--- config.mk ---
export PLATFORM = sky130hd
export DESIGN_NAME = uart_tx_queue_flat
export DESIGN_NICKNAME = d
export VERILOG_FILES = /design/src/rtl/uart_tx_queue_if.sv /design/src/rtl/uart_tx_queue.sv /design/src/flat_wrapper.sv
export SDC_FILE = /design/constraint.sdc
export NUM_CORES = 1
export LEC_CHECK = 0
export CORE_MARGIN = 1
export CORE_UTILIZATION = 30
export DETAILED_ROUTE_END_ITERATION = 7
export GPL_TIMING_DRIVEN = 0
export SLEW_MARGIN = 20
export SYNTH_ARGS = -nofsm -noshare
export SYNTH_HDL_FRONTEND = slang
export SYNTH_SLANG_ARGS = --single-unit
--- constraint.sdc ---
create_clock -name i_Clock -period 3.2 [get_ports i_Clock]
set_clock_uncertainty 0.2 [all_clocks]
set_input_delay 0.64 -clock i_Clock [delete_from_list [all_inputs] [get_ports i_Clock]]
set_output_delay 0.64 -clock i_Clock [all_outputs]
set_load 0.02 [all_outputs]
--- src/rtl/uart_tx_queue_if.sv ---
// rtl/uart_tx_queue_if.sv - producer and transmitter handshake bundle for uart_tx_queue
// o_Drop_Count exists only when UART_TXQ_DROP_CNT_EN is defined.
interface uart_tx_queue_if #(
  parameter int DEPTH = 16
);
  localparam int CW = $clog2(DEPTH) + 1;

  logic          i_Wr_DV;
  logic [7:0]    i_Wr_Byte;
  logic          o_Full;
  logic          o_Empty;
  logic [CW-1:0] o_Count;
  logic          o_TX_DV;
  logic [7:0]    o_TX_Byte;
  logic          i_TX_Active;
  logic          i_TX_Done;
`ifdef UART_TXQ_DROP_CNT_EN
  logic [7:0]    o_Drop_Count;

  modport slave (
    input  i_Wr_DV, i_Wr_Byte, i_TX_Active, i_TX_Done,
    output o_Full, o_Empty, o_Count, o_TX_DV, o_TX_Byte, o_Drop_Count
  );
  modport master (
    output i_Wr_DV, i_Wr_Byte, i_TX_Active, i_TX_Done,
    input  o_Full, o_Empty, o_Count, o_TX_DV, o_TX_Byte, o_Drop_Count
  );
`else
  modport slave (
    input  i_Wr_DV, i_Wr_Byte, i_TX_Active, i_TX_Done,
    output o_Full, o_Empty, o_Count, o_TX_DV, o_TX_Byte
  );
  modport master (
    output i_Wr_DV, i_Wr_Byte, i_TX_Active, i_TX_Done,
    input  o_Full, o_Empty, o_Count, o_TX_DV, o_TX_Byte
  );
`endif
endinterface

--- src/rtl/uart_tx_queue.sv ---
// rtl/uart_tx_queue.sv - byte FIFO and launch sequencer feeding a UART transmitter
// Optional drop counter enabled by defining UART_TXQ_DROP_CNT_EN.
module uart_tx_queue #(
  parameter int DEPTH    = 16,
  parameter int GAP_CLKS = 0
) (
  input  logic        i_Clock,
  input  logic        i_Reset,
  uart_tx_queue_if.slave q
);
  localparam int AW = $clog2(DEPTH);
  localparam int CW = AW + 1;
  localparam int GW = (GAP_CLKS > 1) ? $clog2(GAP_CLKS) : 1;

  typedef enum logic [1:0] {IDLE, LAUNCH, BUSY, GAP} state_t;

  state_t        state;
  state_t        state_next;
  logic [7:0]    mem [DEPTH];
  logic [AW-1:0] wr_ptr;
  logic [AW-1:0] rd_ptr;
  logic [CW-1:0] count_next;
  logic [GW-1:0] gap_cnt;
  logic          wr_accept;
  logic          pop;
  logic          gap_done;

  // Full is the registered flag, so a same-edge pop never makes room for a write.
  assign wr_accept = q.i_Wr_DV && !q.o_Full;
  assign pop       = (state == IDLE) && !q.o_Empty && !q.i_TX_Active;
  assign gap_done  = (gap_cnt == GW'(GAP_CLKS - 1));

  always_comb begin
    count_next = q.o_Count;
    case ({wr_accept, pop})
      2'b10:   count_next = q.o_Count + CW'(1);
      2'b01:   count_next = q.o_Count - CW'(1);
      default: count_next = q.o_Count;
    endcase
  end

  always_comb begin
    state_next = state;
    case (state)
      IDLE:    if (pop) state_next = LAUNCH;
      LAUNCH:  state_next = BUSY;
      BUSY:    if (q.i_TX_Done) state_next = (GAP_CLKS > 0) ? GAP : IDLE;
      GAP:     if (gap_done) state_next = IDLE;
      default: state_next = IDLE;
    endcase
  end

  always_ff @(posedge i_Clock) begin
    if (i_Reset) state <= IDLE;
    else         state <= state_next;
  end

  always_ff @(posedge i_Clock) begin
    if (wr_accept) mem[wr_ptr] <= q.i_Wr_Byte;
  end

  always_ff @(posedge i_Clock) begin
    if (i_Reset) begin
      wr_ptr      <= '0;
      rd_ptr      <= '0;
      q.o_Count   <= '0;
      q.o_Full    <= 1'b0;
      q.o_Empty   <= 1'b1;
      q.o_TX_DV   <= 1'b0;
      q.o_TX_Byte <= 8'h00;
      gap_cnt     <= '0;
    end else begin
      if (wr_accept) wr_ptr <= wr_ptr + AW'(1);
      if (pop) begin
        rd_ptr      <= rd_ptr + AW'(1);
        q.o_TX_Byte <= mem[rd_ptr];
      end
      q.o_Count <= count_next;
      q.o_Full  <= (count_next == CW'(DEPTH));
      q.o_Empty <= (count_next == '0);
      q.o_TX_DV <= pop;
      gap_cnt   <= (state == GAP) ? gap_cnt + GW'(1) : '0;
    end
  end

`ifdef UART_TXQ_DROP_CNT_EN
  always_ff @(posedge i_Clock) begin
    if (i_Reset)
      q.o_Drop_Count <= 8'h00;
    else if (q.i_Wr_DV && q.o_Full && q.o_Drop_Count != 8'hFF)
      q.o_Drop_Count <= q.o_Drop_Count + 8'h01;
  end
`endif
endmodule
--- src/flat_wrapper.sv ---
// flat-port wrapper written by rule: the top's interface ports become plain ports
module uart_tx_queue_flat 
#(
  parameter int DEPTH    = 16,
  parameter int GAP_CLKS = 0
)
  (i_Clock, i_Reset, q_i_Wr_DV, q_i_Wr_Byte, q_i_TX_Active, q_i_TX_Done, q_o_Full, q_o_Empty, q_o_Count, q_o_TX_DV, q_o_TX_Byte);
  uart_tx_queue_if #(.DEPTH(DEPTH)) q_i ();
  input  logic i_Clock;
  input  logic i_Reset;
  input wire logic [$bits(q_i.i_Wr_DV)-1:0] q_i_Wr_DV;
  input wire logic [$bits(q_i.i_Wr_Byte)-1:0] q_i_Wr_Byte;
  input wire logic [$bits(q_i.i_TX_Active)-1:0] q_i_TX_Active;
  input wire logic [$bits(q_i.i_TX_Done)-1:0] q_i_TX_Done;
  output wire logic [$bits(q_i.o_Full)-1:0] q_o_Full;
  output wire logic [$bits(q_i.o_Empty)-1:0] q_o_Empty;
  output wire logic [$bits(q_i.o_Count)-1:0] q_o_Count;
  output wire logic [$bits(q_i.o_TX_DV)-1:0] q_o_TX_DV;
  output wire logic [$bits(q_i.o_TX_Byte)-1:0] q_o_TX_Byte;
  assign q_i.i_Wr_DV = q_i_Wr_DV;
  assign q_i.i_Wr_Byte = q_i_Wr_Byte;
  assign q_i.i_TX_Active = q_i_TX_Active;
  assign q_i.i_TX_Done = q_i_TX_Done;
  assign q_o_Full = q_i.o_Full;
  assign q_o_Empty = q_i.o_Empty;
  assign q_o_Count = q_i.o_Count;
  assign q_o_TX_DV = q_i.o_TX_DV;
  assign q_o_TX_Byte = q_i.o_TX_Byte;
  uart_tx_queue #(.DEPTH(DEPTH), .GAP_CLKS(GAP_CLKS)) u_core (.i_Clock(i_Clock), .i_Reset(i_Reset), .q(q_i));
endmodule
# --- Word-level counts from Yosys, hierarchy flattened ---
# Memory sizes are Yosys's and may differ from the RTL's. A register that Yosys moved wholly into a read port is not among the register bits.
# Cells that the tools add are included.
classes:
  muxes: 7
  n_bitwise: 1
  n_reduce_logical: 10
  n_addsub: 5
  n_eq_ne: 9
op_table:
  columns: ["op", "n"]
  rows:
  - ["$pmux W5 S2", 1]
  - ["$add A4 B1 Y4 const B", 2]
  - ["$pmux W2 S4", 1]
  - ["$eq A2 B2 Y1 const B", 3]
  - ["$mux W2", 3]
  - ["$add A5 B1 Y5 const B", 1]
  - ["$eq A5 B5 Y1 const B", 1]
  - ["$logic_not A5 Y1", 1]
  - ["$sub A5 B1 Y5 const B", 1]
  - ["$eq A2 B1 Y1 const B", 2]
  - ["$ne A2 B1 Y1 const B", 2]
  - ["$logic_and A1 B1 Y1", 3]
  - ["$logic_not A1 Y1", 3]
  - ["$reduce_and A3 Y1", 1]
  - ["$logic_not A2 Y1", 1]
  - ["$mux W1", 2]
  - ["$ne A2 B2 Y1 const B", 1]
  - ["$reduce_or A2 Y1", 1]
  - ["$add A1 B1 Y1 const B", 1]
  - ["$not A1 Y1", 1]
word_totals:
  ram_bits: 128
  reg_bits: 19
  memories: 1
  inputBits: 13
memory_table:
  columns: ["memory", "words", "width", "read_ports", "rd_ports_with_merged_regs", "wr", "line", "text"]
  rows:
  - ["u_core.mem", 16, 8, 1, 1, 1, "uart_tx_queue.sv:19", "logic [7:0] mem [DEPTH];"]

# --- Longest topological paths before layout ---
# Gate-level depths: netlist (run 1).
depth:
  depth_word: 6
  mapped_depth: 12

# --- Worst setup path after synthesis (run 1) ---
# No wires, ideal clock.
synth_timing:
  path_type: "input to register"
  startpoint: "input q_i_TX_Active"
  endpoint: "register u_core.q.o_Empty"
  setup_slack_ns: 0.206
  t_arrival_ns: 2.724
  cell_stages: 11
  cell_sequence: "nor4_2 -> buf_4 -> ha_1 -> buf_2 -> xor2_1 -> ha_1 -> o21a_1 -> o21ai_0 -> o32ai_1 -> nor3_1 -> a21boi_1"
synth_via:
  elab_chain_len: 5
  word_cells_on_any_way: 6
synth_lines:
  columns: ["element", "line", "text"]
  rows:
  - ["from (decl)", "flat_wrapper.sv:13", "input wire logic [$bits(q_i.i_TX_Active)-1:0] q_i_TX_Active;"]
  - ["$logic_not A1 Y1 *", "uart_tx_queue.sv:30", "assign pop = (state == IDLE) && !q.o_Empty && !q.i_TX_Active;"]
  - ["$logic_and A1 B1 Y1 *", "uart_tx_queue.sv:30", null]
  - ["via u_core.pop", "uart_tx_queue.sv:25", "logic pop;"]
  - ["$eq A2 B1 Y1 / $eq A2 B2 Y1 (equally long branches)", "uart_tx_queue.sv:35", "case ({wr_accept, pop})"]
  - ["$pmux W5 S2 *", "uart_tx_queue.sv:35", null]
  - ["$logic_not A5 Y1 *", "uart_tx_queue.sv:80", "q.o_Empty <= (count_next == '0);"]
  - ["to (signal assigned)", "uart_tx_queue.sv:80", null]
  - ["to (decl)", "uart_tx_queue_if.sv:31", "output o_Full, o_Empty, o_Count, o_TX_DV, o_TX_Byte"]
# Mark *: on every way through the listed nets, which the timed path passes. The rest lies on a longest branch.
# A chain may end at the register's enable or synchronous reset.

# --- Worst setup path in the final report (run 1) ---
# Ends and elaborated chain as after synthesis.

==> results of run 1 <==
[registers in the layout (all words and copies together), names as in the netlist]
| register | count |
|---|---|
| u_core.q.o_Empty | 1 |
| u_core.q.o_TX_Byte | 8 |
| u_core.wr_ptr | 4 |
| u_core.rd_ptr | 4 |
| u_core.gap_cnt | 1 |
| u_core.mem | 128 |
| u_core.state | 2 |
| u_core.q.o_Full | 1 |
| u_core.q.o_Count | 5 |
| u_core.q.o_TX_DV | 1 |
[placed cells by master (no fill, tap or decap), types with 2 or more instances in the layout]
cell type / synthesis / final
xnor2_1: 3 / 3
mux4_1: 15 / 15
nand2b_1: 2 / 2
clkinv_4: 0 / 3
nand4_1: 3 / 3
buf_4: 1 / 13
ha_1: 9 / 8
xor2_1: 8 / 8
edfxtp_1: 128 / 128
buf_8: 2 / 2
nor2b_1: 4 / 4
buf_6: 1 / 2
clkdlybuf4s50_1: 0 / 27
mux4_2: 17 / 17
a22oi_1: 17 / 17
clkinv_2: 0 / 3
dfxtp_1: 27 / 27
clkbuf_1: 9 / 9
clkbuf_16: 0 / 17
buf_2: 5 / 4
a21boi_1: 1 / 2
inv_1: 5 / 5
a21oi_1: 2 / 2
nor3_2: 0 / 5
mux2i_1: 12 / 12
o21a_1: 2 / 2
nand2_1: 18 / 18
nor2_1: 39 / 39
inv_6: 0 / 2
and2_1: 2 / 2
[critical path, cell delays in order]
cell	delay, ps
clkdlybuf4s50_1	440
nor4_4	360
buf_6	200
ha_1	180
buf_4	160
xor2_1	160
ha_2	220
a21boi_1	160
o21bai_1	130
nor4bb_4	170
nor3_2	230
a21boi_1	180
[area by class of cell]
class	count	share of cell area, %
tap	270	4.47
buffer	20	1.87
clock buffer	18	5.68
clock inverter	11	1.33
multi-input combinational	176	23.6
inverter	5	0.249
sequential	155	58.1
timing repair buffer	39	4.77
[kinds of logic after synthesis]
family | after synthesis
DFF | 155
and+or+nand+nor | 85
muxes | 44
AOI/OAI and AO/OA | 27
buffers and inverters | 25
xor gates and xnor gates | 11
adders and majority gates | 9
[layer usage]
metal	part of all wire, %	vias up
met2	47	68
met1	46	1603
met5	0	-
met3	5.1	16
met4	1.5	0
li1	-	1509
[worst max path at each step]
stage / from / endpoint / slack [ps]
2_1_floorplan: q_i_TX_Active / u_core.q.o_Empty / 210
3_3_place_gp: q_i_TX_Active / u_core.q.o_Empty / -580
3_5_place_dp: q_i_TX_Active / u_core.q.o_Empty / -680
4_1_cts: q_i_TX_Active / u_core.q.o_Empty / 20
5_1_grt: q_i_TX_Active / u_core.q.o_Empty / -5
6_report: q_i_TX_Active / u_core.q.o_Empty / 130
[repair_timing]
item | 4_1_cts | 5_1_grt
pin swaps | 0 | 4
setup endpoints to repair | 3 | 3
buffers inserted | 0 | 12
resized for setup | 4 | 12
[power groups by stage]
stage / Sequential [mW] / Clock (mW) / Combinational (mW)
2_1_floorplan: 2.44 / 0 / 0.552
3_3_place_gp: 2.39 / 0 / 0.876
3_5_place_dp: 2.40 / 0 / 0.897
4_1_cts: 2.36 / 1.86 / 0.905
5_1_grt: 2.38 / 1.94 / 1.07
6_report: 2.37 / 1.83 / 0.989
[stage by stage]
| step | hold WS [ps] | setup TNS (ps) | setup WS, ps | util [%] |
|---|---|---|---|---|
| 2_1_floorplan | 205 | 0 | 206 | - |
| 3_3_place_gp | 215 | -8970 | -579 | 33.8 |
| 3_5_place_dp | 222 | -2300 | -684 | 33.9 |
| 4_1_cts | 230 | 0 | 17.8 | 36.5 |
| 5_1_grt | 266 | -4.88 | -4.88 | 37.2 |
| 6_report | 226 | 0 | 128 | 37.2 |
==> metrics, run 1 <==
status=finished clean; global routing usage on met2=19.0%; pwr dens=686 nW/um2; Leakage=about 2.5 nW; largest net degree at the start of global routing=17; Skew-Pair Late Insertion Delay=~430 ps; hold depth=1; met1 Use GR=between 10% and 20%; most common cell in the netlist=edfxtp_1; number of global-route vias before repair=approximately 3,200; worst r2r src=u_core.state[1]; Netlist cell types=43; H-Tree Depth=4; Num CTS Buffers=17; Cell Area, Synth=between 6000 and 7000 um2; FF+latch count, synth=roughly 160; Filler cells=between 1,500 and 2,000; register area share after synthesis=between 70 and 80%; die area=around 21,000 um2; n_diodes=0; first-pass GRT wire length=about 19,000 um; largest family of logic cells by synthesized area=multiplexers; initial antenna violation count=0; data required time of the critical path=3360 ps; crit path time final=3070 ps; Port Buffers=27; CTS tree=built; Inst Count DP=around 650; Logic pwr share=a little under a fifth; Gate Count Post-Synth=356; R2R Setup Slk=360 ps; Cell Int Power=about 3.8 mW; Final setup viols=0; Setup crit end kind=flip-flop; dpl hpwl=about 8100 um; placement row count=between 50 and 60; Worst-path clk slew=around 60 ps; synth top area cells=edfxtp_1, dfxtp_1, mux4_1; via count=3,196; wire per inst=around 18 um; Pwr Total=5.18 mW; Synth Area in Compound Gates=under 10%; Worst Hold End=u_core.gap_cnt; Slew Limit Fails=0; Vias/cell=roughly 4.6; grt peak-use layer=met2; root buf cell=clkbuf_16; EDFF count, synth=~130; final net count=436; Post-Synth Adder-Cell Area=approximately 1.8%; FFs w/ async S/R, synth=0%; Syn Area/Cell=about 18 um2; Worst Reg-to-Reg Cells=11; Synth Area in Simple Gates=6.49%; Net Sw Frac=between 20% and 30%; CP arrival=~3200 ps; P_sw=around 1.3 mW; GRT met3 Usage=around 3.8%; critical path class=in2reg; worst relative slew slack=44.9%; max_cap viols=0; crit-path max FO=8; core area=slightly above 20,000 um2; Antenna Violating Nets Remaining=0; Top FF cell, synth=edfxtp_1; Design Area, Final=7550 um2; count of warnings emitted by yosys=0; Area Growth Syn to Fin=20.9%; GR Util All Layers=between 10% and 20%; Pre-antenna DRT Iters=4; reg2reg end=u_core.q.o_Empty; Die Wd=between 100 and 150 um; Initial Util=between 30% and 40%; io pins=29; Hold Violations, Final=0; dpl cell area=6870 um2; share of cells above drive strength 1=between 10% and 20%; Routed WL=roughly 12,000 um; classification of the worst-slack hold path=reg2reg; clk sink count=about 160; Chip Height=146 um; leading area contributor after synthesis=edfxtp_1; Synth top cells by count=edfxtp_1, nor2_1, dfxtp_1; register area=4380 um2; largest buffer count on any clock path=2; GRT overflow=0; residual DRC count=0; Clock power frac=around a third; fin cells=694; Reg power frac=approximately 46%; synthesized net count=roughly 380; DR iter-0 viols=170; mux share of post-synthesis cell area=about 14%; Worst Max-Slew Pin Slew=823 ps; post-synthesis xor/xnor area fraction=about 1.5%; hold_sp=u_core.gap_cnt; area share of the largest cell type after synthesis=between 60% and 70%; Max rail drop VDD=~300 uV; startpoint types=input pin; Multi-input gate area=about 1800 um2; Period Utilization, post-route=a little over nine tenths; fmax=~0.33 GHz; # hold bufs at CTS=0; gpl congestion=between 0.7 and 0.8
Note: power is estimated with default switching activity, not from simulation.
==> inputs of run 2 (changes only) <==
==> constraint.sdc (replaced) <==
create_clock -name i_Clock -period 2.9 [get_ports i_Clock]
set_clock_uncertainty 0.2 [all_clocks]
set_input_delay 0.58 -clock i_Clock [delete_from_list [all_inputs] [get_ports i_Clock]]
set_output_delay 0.58 -clock i_Clock [all_outputs]
set_load 0.02 [all_outputs]
==> run 2 against run 1 <==
  * Clock-buffer cell count is 1 higher
  * Sequential power is 10% higher
  * Critical path type unchanged
  * First-iteration DRC count is 19% lower
  * Clock power is 18% higher
  * Cell area hardly changed
==> metrics, run 2 (synthesis gave the netlist of run 1 again) <==
initial antenna violation count=0; dpl ws=-834 ps; top flop regs=u_core.mem x128, u_core.q.o_TX_Byte x8, u_core.q.o_Count x5; Pre-antenna DRT Iters=4; Filler cells=around 1,900; GR Util All Layers=12.3%; critical path class=in2reg; commonest cells after routing, fill and taps aside=edfxtp_1, nor2_1, clkdlybuf4s50_1, dfxtp_1, nand2_1; Num CTS Buffers=17; post-route setup slack=around 100 ps; largest buffer count on any clock path=2; Setup crit end kind=flip-flop; via count=roughly 3,200; hold slack=roughly 240 ps; pwr dens=just under 800 nW/um2; dpl cell area=slightly below 7000 um2; crit-path max FO=10; Pwr Total=between 5 and 6 mW; fin cells=688; Antenna Violating Nets Remaining=0; Port Buffers=27; Hold Violations, Final=0; Period Utilization, post-route=a little over nine tenths; DR iter-0 viols=137; share of cells above drive strength 1=between 15 and 20%; leading cell type in the layout, fill and taps excluded=edfxtp_1; gpl congestion=just over 0.7; startpoint types=input pin; residual DRC count=0; CTS tree=built; data required time of the critical path=~3000 ps; core area=~20,000 um2; Max rail drop VDD=roughly 380 uV; dpl hpwl=a little over 8000 um; number of flip-flops in the largest register=128; worst relative slew slack=between 40% and 50%; CP arrival=2890 ps; wire per inst=roughly 18 um; Chip Height=146 um; Area Growth Syn to Fin=20.9%; Initial Util=between 30% and 40%; root buf cell=clkbuf_16; H-Tree Depth=4; Design Area, Final=between 7000 and 8000 um2; # hold bufs at CTS=0; Leakage=roughly 2.5 nW; Vias/cell=approximately 4.6; clk sink count=between 150 and 200; Final setup viols=0; Routed WL=approximately 12,000 um; Biggest register=u_core.mem; setup_tns=0 ps; Worst Max-Slew Pin Slew=~900 ps; GRT overflow=0; Inst Count DP=roughly 650; largest net degree at the start of global routing=17; status=finished clean; final core utilization=37.2%; Slew Limit Fails=0; max_cap viols=0; crit path time final=about 2800 ps; Die Wd=146 um; n_diodes=0; Worst-path clk slew=60 ps; register area=approximately 4400 um2; final net count=about 430; Multi-input gate area=between 1500 and 2000 um2; first-pass GRT wire length=18,900 um; io pins=29; classification of the worst-slack hold path=reg2reg; die area=21,400 um2; placement row count=52; number of global-route vias before repair=3,252; fmax=between 0.3 and 0.4 GHz; Skew-Pair Late Insertion Delay=420 ps
==> run 2: repair_timing <==
action	4_1_cts	5_1_grt
buffers inserted	2	3
gates resized for setup	11	2
setup endpoints to repair	4	3
pin swaps	4	2
==> run 2: critical path, cell delays in order <==
cell	delay [ps]
clkdlybuf4s50_1	440
nor4_4	210
buf_6	150
buf_4	210
ha_1	250
buf_2	190
or3_1	420
o32ai_2	240
nor3_2	80
a21boi_1	130
==> run 2: where the power goes <==
part	leakage, nW	internal, mW	total [mW]	switching, mW
registers	1.38	2.52	2.61	0.0926
logic	0.835	0.525	1.03	0.508
clock network	0.279	1.34	2.16	0.821
==> run 2: path summary, 6_finish.rpt <==
path | from | endpoint | slack [ps] | depth (start not counted)
max reg2reg | u_core.state[1] | u_core.q.o_Empty | 220 | 9
min reg2reg | u_core.gap_cnt | u_core.gap_cnt | 240 | 1
min | u_core.gap_cnt | u_core.gap_cnt | 240 | 1
max | q_i_TX_Active | u_core.q.o_Empty | 100 | 10
==> run 2: final cells by class <==
class	instances	share of cell area (%)
clock inverters	11	1.92
flip-flops and latches	155	58.1
multi-input cells	176	23.6
well taps	270	4.48
clock buffers	19	5.74
plain buffers	20	1.87
repair buffers	32	4.08
inverters	5	0.249
==> run 2: metal layers <==
layer	vias to the layer above	routed length [um]	GRT usage [%]
li1	1499	-	-
met2	81	5800	19.1
met1	1585	5690	16.3
met4	0	174	4.90
met5	-	0	0
met3	12	584	3.53
